## config.mk

```make
export PLATFORM = sky130hd
export DESIGN_NAME = rtm_sequencer
export DESIGN_NICKNAME = d
export VERILOG_FILES = /design/src/rtl/rtm_sequencer.sv
export SDC_FILE = /design/constraint.sdc
export NUM_CORES = 1
export LEC_CHECK = 0
export CAP_MARGIN = 20
export CORE_ASPECT_RATIO = 1.5
export CORE_MARGIN = 2
export CORE_UTILIZATION = 47
export DETAILED_ROUTE_END_ITERATION = 10
export PLACE_DENSITY = 0.78
export SETUP_SLACK_MARGIN = 0.15
export SYNTH_ARGS = -nofsm -noshare
export SYNTH_HDL_FRONTEND = slang
export SYNTH_SLANG_ARGS = --single-unit
```

## constraint.sdc

```tcl
create_clock -name clock -period 1.7 [get_ports clock]
set_input_delay 0.51 -clock clock [delete_from_list [all_inputs] [get_ports clock]]
set_output_delay 0.51 -clock clock [all_outputs]
set_load 0.005 [all_outputs]
```

## src/rtl/rtm_sequencer.sv

```systemverilog
// Micro-op sequencer for the 4x4-bit register-transfer datapath: accepts one
// instruction per handshake and drives timed selects, write strobes and clear.
module rtm_sequencer #(
    parameter int DW     = 4,
    parameter int NREG   = 4,
    parameter int SETTLE = 2
) (
    input  logic            clock,
    input  logic            clear,
    input  logic            instr_valid,
    output logic            instr_ready,
    input  logic [1:0]      instr_op,
    input  logic [1:0]      instr_rd,
    input  logic [1:0]      instr_ra,
    input  logic [1:0]      instr_rb,
    input  logic [DW-1:0]   instr_imm,
    input  logic            carry_out,
    output logic [DW-1:0]   indata,
    output logic            ctl_add,
    output logic [1:0]      ctl_sa,
    output logic [1:0]      ctl_sb,
    output logic            carry_in,
    output logic [NREG-1:0] wr_en,
    output logic            rf_clear,
    output logic            flag_c,
    output logic            busy,
    output logic            done
);

    typedef enum logic [1:0] {S_IDLE, S_SETTLE, S_WRITE, S_DONE} state_t;
    typedef enum logic [1:0] {OP_LOAD, OP_ADD, OP_ADC, OP_CLRALL} op_t;

    localparam logic [3:0] CNT_INIT = (SETTLE == 0) ? 4'd0 : 4'(SETTLE - 1);

    state_t     state;
    op_t        op_q;
    logic [1:0] rd_q;
    logic [3:0] cnt;

    always_ff @(posedge clock) begin
        if (clear) begin
            state       <= S_IDLE;
            op_q        <= OP_LOAD;
            rd_q        <= '0;
            cnt         <= '0;
            instr_ready <= 1'b0;
            indata      <= '0;
            ctl_add     <= 1'b0;
            ctl_sa      <= '0;
            ctl_sb      <= '0;
            carry_in    <= 1'b0;
            wr_en       <= '0;
            rf_clear    <= 1'b0;
            flag_c      <= 1'b0;
            busy        <= 1'b0;
            done        <= 1'b0;
        end else begin
            wr_en    <= '0;
            rf_clear <= 1'b0;
            done     <= 1'b0;
            case (state)
                S_IDLE: begin
                    instr_ready <= 1'b1;
                    if (instr_valid && instr_ready) begin
                        instr_ready <= 1'b0;
                        busy        <= 1'b1;
                        op_q        <= op_t'(instr_op);
                        rd_q        <= instr_rd;
                        case (op_t'(instr_op))
                            OP_LOAD: begin
                                ctl_add  <= 1'b0;
                                indata   <= instr_imm;
                                carry_in <= 1'b0;
                            end
                            OP_ADD: begin
                                ctl_add  <= 1'b1;
                                ctl_sa   <= instr_ra;
                                ctl_sb   <= instr_rb;
                                carry_in <= 1'b0;
                            end
                            OP_ADC: begin
                                ctl_add  <= 1'b1;
                                ctl_sa   <= instr_ra;
                                ctl_sb   <= instr_rb;
                                carry_in <= flag_c;
                            end
                            default: ;
                        endcase
                        // With no settle time the strobe must be issued straight from accept.
                        if (SETTLE == 0) begin
                            state <= S_WRITE;
                            if (op_t'(instr_op) == OP_CLRALL) rf_clear <= 1'b1;
                            else                             wr_en    <= NREG'(1) << instr_rd;
                        end else begin
                            state <= S_SETTLE;
                            cnt   <= CNT_INIT;
                        end
                    end
                end
                S_SETTLE: begin
                    if (cnt == 4'd0) begin
                        state <= S_WRITE;
                        if (op_q == OP_CLRALL) rf_clear <= 1'b1;
                        else                   wr_en    <= NREG'(1) << rd_q;
                    end else begin
                        cnt <= cnt - 4'd1;
                    end
                end
                S_WRITE: begin
                    case (op_q)
                        OP_ADD, OP_ADC: flag_c <= carry_out;
                        OP_CLRALL:      flag_c <= 1'b0;
                        default:        ;
                    endcase
                    state <= S_DONE;
                    done  <= 1'b1;
                end
                S_DONE: begin
                    state       <= S_IDLE;
                    busy        <= 1'b0;
                    instr_ready <= 1'b1;
                end
                default: state <= S_IDLE;
            endcase
        end
    end

endmodule

```

==> results of run 1 <==
## registers in the layout, summed over array words and instances (netlist names)
signal,flops
rd_q,2
rf_clear,1
state,2
ctl_sa,2
instr_ready,1
carry_in,1
wr_en,4
indata,4
op_q,2
done,1
ctl_add,1
cnt,4
ctl_sb,2
flag_c,1
busy,1
## cell type report
| type | count | share of cell area, % |
|---|---|---|
| sequential | 29 | 29.8 |
| inverter | 11 | 2.11 |
| clock buffer | 5 | 3.52 |
| clock inverter | 3 | 3.33 |
| tap | 37 | 2.37 |
| multi-input combinational | 102 | 35.5 |
| timing repair buffer | 51 | 23.3 |
## how the worst max path moves through the flow
stage,depth (start not counted),to
3_5_place_dp,6,ctl_sa[0]$_SDFFE_PP0P_
2_1_floorplan,8,ctl_add$_SDFFE_PP0P_
5_1_grt,6,wr_en[0]$_SDFF_PP0_
6_report,6,wr_en[0]$_SDFF_PP0_
4_1_cts,1,flag_c
3_3_place_gp,6,ctl_sa[1]$_SDFFE_PP0P_
## layout by cell type, fill, tap and decap left out, types with 2 or more instances in the layout
cell	instances
dfxtp_1	27
nand2_1	24
dlygate4sd2_1	18
buf_4	17
a21oi_1	15
clkdlybuf4s50_1	12
nand3_1	9
inv_1	8
ha_1	6
o21ai_0	5
nor2_1	5
clkbuf_8	5
dlymetal6s2s_1	4
inv_2	3
nor3_1	3
nand4_1	3
nor2b_1	2
nand2b_1	2
o2111ai_1	2
ha_4	2
bufinv_16	2
dfxtp_2	2
## where the power goes
part / internal, W / switching, W / leakage, nW / total, W
logic: 0.000532 / 0.000533 / 0.589 / 0.00106
registers: 0.000780 / 0.0000689 / 0.236 / 0.000849
clock network: 0.000582 / 0.000267 / 0.0681 / 0.000849
## metrics by stage
step / hold WS, ns / TNS [ns] / setup WS, ns / power (W)
4_1_cts: 0.454 / 0 / 0.0691 / 0.00270
3_3_place_gp: 0.442 / -0.527 / -0.101 / 0.00179
5_1_grt: 0.475 / 0 / 0.0856 / 0.00292
6_report: 0.450 / 0 / 0.197 / 0.00276
3_5_place_dp: 0.448 / -1.10 / -0.140 / 0.00185
2_1_floorplan: 0.426 / 0 / 0.232 / 0.00145
## per-layer routing
metal,GRT usage [%],share of wire (%),up-vias,wire length (um)
li1,-,-,617,-
met1,23.0,37,594,1250
met2,43.6,55,36,1860
met3,6.33,4.7,8,157
met4,14.6,2.5,0,85
met5,0,0,-,0
## critical path, stage by stage (launching register included)
cell	delay [ns]
dfxtp_1	0.33
inv_1	0.09
ha_1	0.30
nor3b_2	0.27
buf_4	0.16
nand3_1	0.11
nor3_1	0.16
## timing repair
action	in CTS	in global routing
setup endpoints to repair	23	17
resized for setup	24	13
hold buffers	0	0
buffers inserted	1	1
pin swaps	1	3
## logic make-up after synthesis
family,after synthesis
mux,1
buf+inv,16
compound gates,32
simple gates,59
flops,29
fa+ha+maj,9
xor+xnor,1
==> results.cfg, run 1 <==
[yosys]
synthCells = 147
synthArstFlopShare_pct = 0
synth-adder-area-share_pct = 8.77
synth_edf_count = 0
yosysTopAreaCellShare_pct = 45.2
synthXorXnorAreaFrac_pct = 0.682
synth_commonest_cells = dfxtp_1, nand2_1, a21oi_1
yosys_warnings = 0
synth.distinct_cells = 34
seq_area_frac_synth_pct = 45.2
syn_avg_cell_area_sq_um = 8.73
synthSimpleGateAreaFrac_pct = 23.3
muxShareOfSynthArea_pct = 0.780
yosys-top-cells-area = dfxtp_1, ha_1, nand2_1
yosysMostFrequentCell = dfxtp_1
syn_area_sq_um = 1280
synth.largest_area_cell = dfxtp_1
synthFlopType = dfxtp_1
ys_ff_latch = 29
synth_compound_area_share_pct = 16.3
synth_top_family_by_area = simple AND/OR/NAND/NOR gates
syn-num-nets = 172

[cells_and_area]
final_cells = 238
drive_above_1_share_pct = 20.9
post-route-util_pct = 73.8
regArea_sq_um = 583
area_growth_pct = 52.2
fillers = 221
fin_area_sq_um = 1950
num_antenna_cells = 0
final_nets = 225
multi_input_area_sq_um = 694

[clock_tree]
clkSinkCount = 29
cts_buffer_depth = 2
cts_buffers = 5
clk_pin_slew_ns = 0.06
ctsHtreeMaxLevel = 2
cts_root_buffer = clkbuf_8
cts_tree = yes
clk_latency_ns = 0.28

[timing]
fin_skew_ns = 0.00377
period_needed_ns = 1.50
finalSetupViolations = 0
final-hold-violation-count = 0
worst_pin_slew_ns = 0.249
fmax_mhz = 665
slew_viol_final = 0
period_share_pct = 88.4
rsz0062_at_grt = yes
slew_headroom_pct = 83.2

[die]
fp-row-count = 23
die_h_um = 68.0
io_pins = 35
die_w_um = 46.7
initial_utilization_pct = 48.5
core_sq_um = 2650
die_area_sq_um = 3170

[critical_path]
reg2reg_depth = 6
cp-startpoint = state[1]$_SDFFE_PP0P_
cp.arrival_ns = 1.70
crit_type = flip-flop to flip-flop
cp-start-kind = flip-flop
endpoint_kind = flip-flop
cp.required_ns = 1.90
reg2reg_to = wr_en[0]$_SDFF_PP0_
r2r-start = state[1]$_SDFFE_PP0P_
cp_max_fo = 8
ff2ff_setup_slack_ns = 0.20

[run]
max_cap_violations = 0

[min_path]
hp-start = indata[2]$_SDFFE_PP0P_
hold_class = flip-flop to flip-flop
whs_endpoint = indata[2]$_SDFFE_PP0P_
hold_depth = 2

[routing]
viasPerCell = 5.27
totalWireLength_um = 3360
drc = 0
firstDrtPassIters = 4
drtIter0Drc = 25
wl_per_cell_um = 14.1
ant_nets = 0
vias = 1255

[grt]
gr-total-overflow = 0
grt_pass1_vias = 1299
grt_pass1_wl_um = 5380
antenna_found_initial = 0
grt_max_degree = 13
grt_use_total_pct = 24.0

[placed_design]
gp_congestion = 0.903
hpwl_um = 2500
dp_cells = 228
io_buffer_count = 34
placed_area_sq_um = 1760

[power_and_ir_drop]
total_leakage_power_nw = 0.893
p_per_area_nw_per_um2 = 1410
ir_worst_vdd_uv = 1030

[run_status]
status = completed
Note: power is estimated with default switching activity, not from simulation.
==> inputs of run 2 (changes only) <==
ABC_CLOCK_PERIOD_IN_PS = 1700   (was not set)
CELL_PAD_IN_SITES_DETAIL_PLACEMENT = 1   (was not set)
CELL_PAD_IN_SITES_GLOBAL_PLACEMENT = 2   (was not set)
CORE_UTILIZATION = 27   (was 47)
PLACE_DENSITY = not set   (was 0.78)
PLACE_DENSITY_LB_ADDON = 0.1   (was not set)
==> run 2 against run 1 <==
Compared with the run above: clock power up 2%; sequential power up 2%; worst hold slack better by 0.0011 ns; design area up 4.0%; global-route usage down 8.1 points; critical path depth down 1; wire length up 14%; final cell count up 13%; non-clock buffer count up 5; die area up 68%; via count up 2.5%; sequential cell count unchanged; critical path type unchanged; critical endpoint is now state[0]$_SDFFE_PP0P_.
==> results.cfg, run 2 (synthesized netlist as in run 1, its figures left out) <==
[timing]
finalSetupViolations = 0
slew_viol_final = 0
final-hold-violation-count = 0
rsz0062_at_grt = no
hold_slack_ns = 0.452
period_share_pct = 87.9
slew_headroom_pct = 78.6
fmax_mhz = 669
worst_pin_slew_ns = 0.320
period_needed_ns = 1.49
fin_skew_ns = 0.00759

[grt]
grt_pass1_wl_um = 6220
grt_use_met3_pct = 4.39
top_usage_layer = met2
grt_use_total_pct = 16.0
grt_util_met1_pct = 16.2
antenna_found_initial = 0
gr-total-overflow = 0
grt_use_met2_pct = 29.6
grt_pass1_vias = 1380
grt_max_degree = 14

[die]
io_pins = 35
core_sq_um = 4540
die_w_um = 60.3
fp-row-count = 30
die_area_sq_um = 5330
initial_utilization_pct = 28.3
die_h_um = 88.5

[routing]
vias = 1287
drtIter0Drc = 18
totalWireLength_um = 3840
viasPerCell = 4.77
drc = 0
firstDrtPassIters = 4
wl_per_cell_um = 14.2
ant_nets = 0

[clock_tree]
clk_latency_ns = 0.29
clkSinkCount = 29
ctsHtreeMaxLevel = 2
cts_buffers = 5
cts_tree = yes
cts_root_buffer = clkbuf_8
clk_pin_slew_ns = 0.07
cts_buffer_depth = 2

[critical_path]
reg2reg_depth = 5
r2r-start = cnt[0]$_SDFFE_PP0P_
cp_max_fo = 4
endpoint_kind = flip-flop
crit_type = flip-flop to flip-flop
cp-start-kind = flip-flop
cp.arrival_ns = 1.70
cp-startpoint = cnt[0]$_SDFFE_PP0P_
reg2reg_to = state[0]$_SDFFE_PP0P_
cp.required_ns = 1.90
ff2ff_setup_slack_ns = 0.21

[min_path]
hold_class = flip-flop to flip-flop
whs_endpoint = ctl_sb[1]$_SDFFE_PP0P_
hp-start = ctl_sb[1]$_SDFFE_PP0P_
hold_depth = 2

[cells_and_area]
final_common_cell = nand2_1
top_regs = cnt (4), indata (4), wr_en (4)
fin_area_sq_um = 2030
final_cell_mix = nand2_1, dfxtp_1, buf_4
num_antenna_cells = 0
area_growth_pct = 58.3
drive_above_1_share_pct = 26.7
final_nets = 230

[run]
max_cap_violations = 0

[placed_design]
hpwl_um = 2920
io_buffer_count = 34
placed_area_sq_um = 1810
gp_congestion = 0.694

[power_and_ir_drop]
total_leakage_power_nw = 0.913
p_per_area_nw_per_um2 = 1420
ir_worst_vdd_uv = 787

[run_status]
status = completed
run 2: how the worst max path moves through the flow:
stage / endpoint / slack [ns] / cells past startpoint
6_report: state[0]$_SDFFE_PP0P_ / 0.21 / 5
5_1_grt: state[0]$_SDFFE_PP0P_ / 0.14 / 5
4_1_cts: flag_c / 0.08 / 1
3_5_place_dp: ctl_sa[1]$_SDFFE_PP0P_ / -0.19 / 6
3_3_place_gp: ctl_sa[1]$_SDFFE_PP0P_ / -0.13 / 6
2_1_floorplan: ctl_add$_SDFFE_PP0P_ / 0.23 / 8
run 2: routing by layer:
layer	wire length, um	up-vias	share of wire [%]
met2	2120	26	55
met3	156	6	4.1
met5	0	-	0
met4	70	0	1.8
li1	-	625	-
met1	1490	630	39
run 2: worst max-delay path, cell delays in order (launching register included):
cell	delay, ns
dfxtp_2	0.34
inv_2	0.08
ha_4	0.13
or3b_4	0.41
a21o_1	0.23
a221oi_2	0.23
run 2: cell type report:
class | count | area [sq um]
timing repair buffer | 56 | 493
tap | 64 | 80.1
fill | 530 | 2510
clock buffer | 5 | 68.8
inverter | 11 | 41.3
clock inverter | 3 | 65.1
sequential | 29 | 589
multi-input combinational | 102 | 694
run 2: where the power goes:
part | internal [W] | switching (W)
Combinational | 0.000593 | 0.000562
Sequential | 0.000787 | 0.0000756
Clock | 0.000582 | 0.000282
Total | 0.00196 | 0.000919
run 2: metrics by stage:
step / utilization (%) / instances / setup TNS, ns / total power, W / worst slack [ns]
6_report: 44.7 / 270 / 0 / 0.00288 / 0.206
3_5_place_dp: 39.8 / 257 / -3.11 / 0.00191 / -0.187
4_1_cts: 43.2 / 268 / 0 / 0.00281 / 0.0792
5_1_grt: 44.7 / 270 / 0 / 0.00307 / 0.138
2_1_floorplan: - / 147 / 0 / 0.00145 / 0.232
3_3_place_gp: 39.8 / 257 / -1.82 / 0.00186 / -0.128
run 2: timing repair:
action	in CTS	in global routing
gates cloned	0	0
setup buffers	3	2
gates resized for setup	29	18
setup endpoints to repair	31	26
hold buffers	0	0
pin swaps	3	7
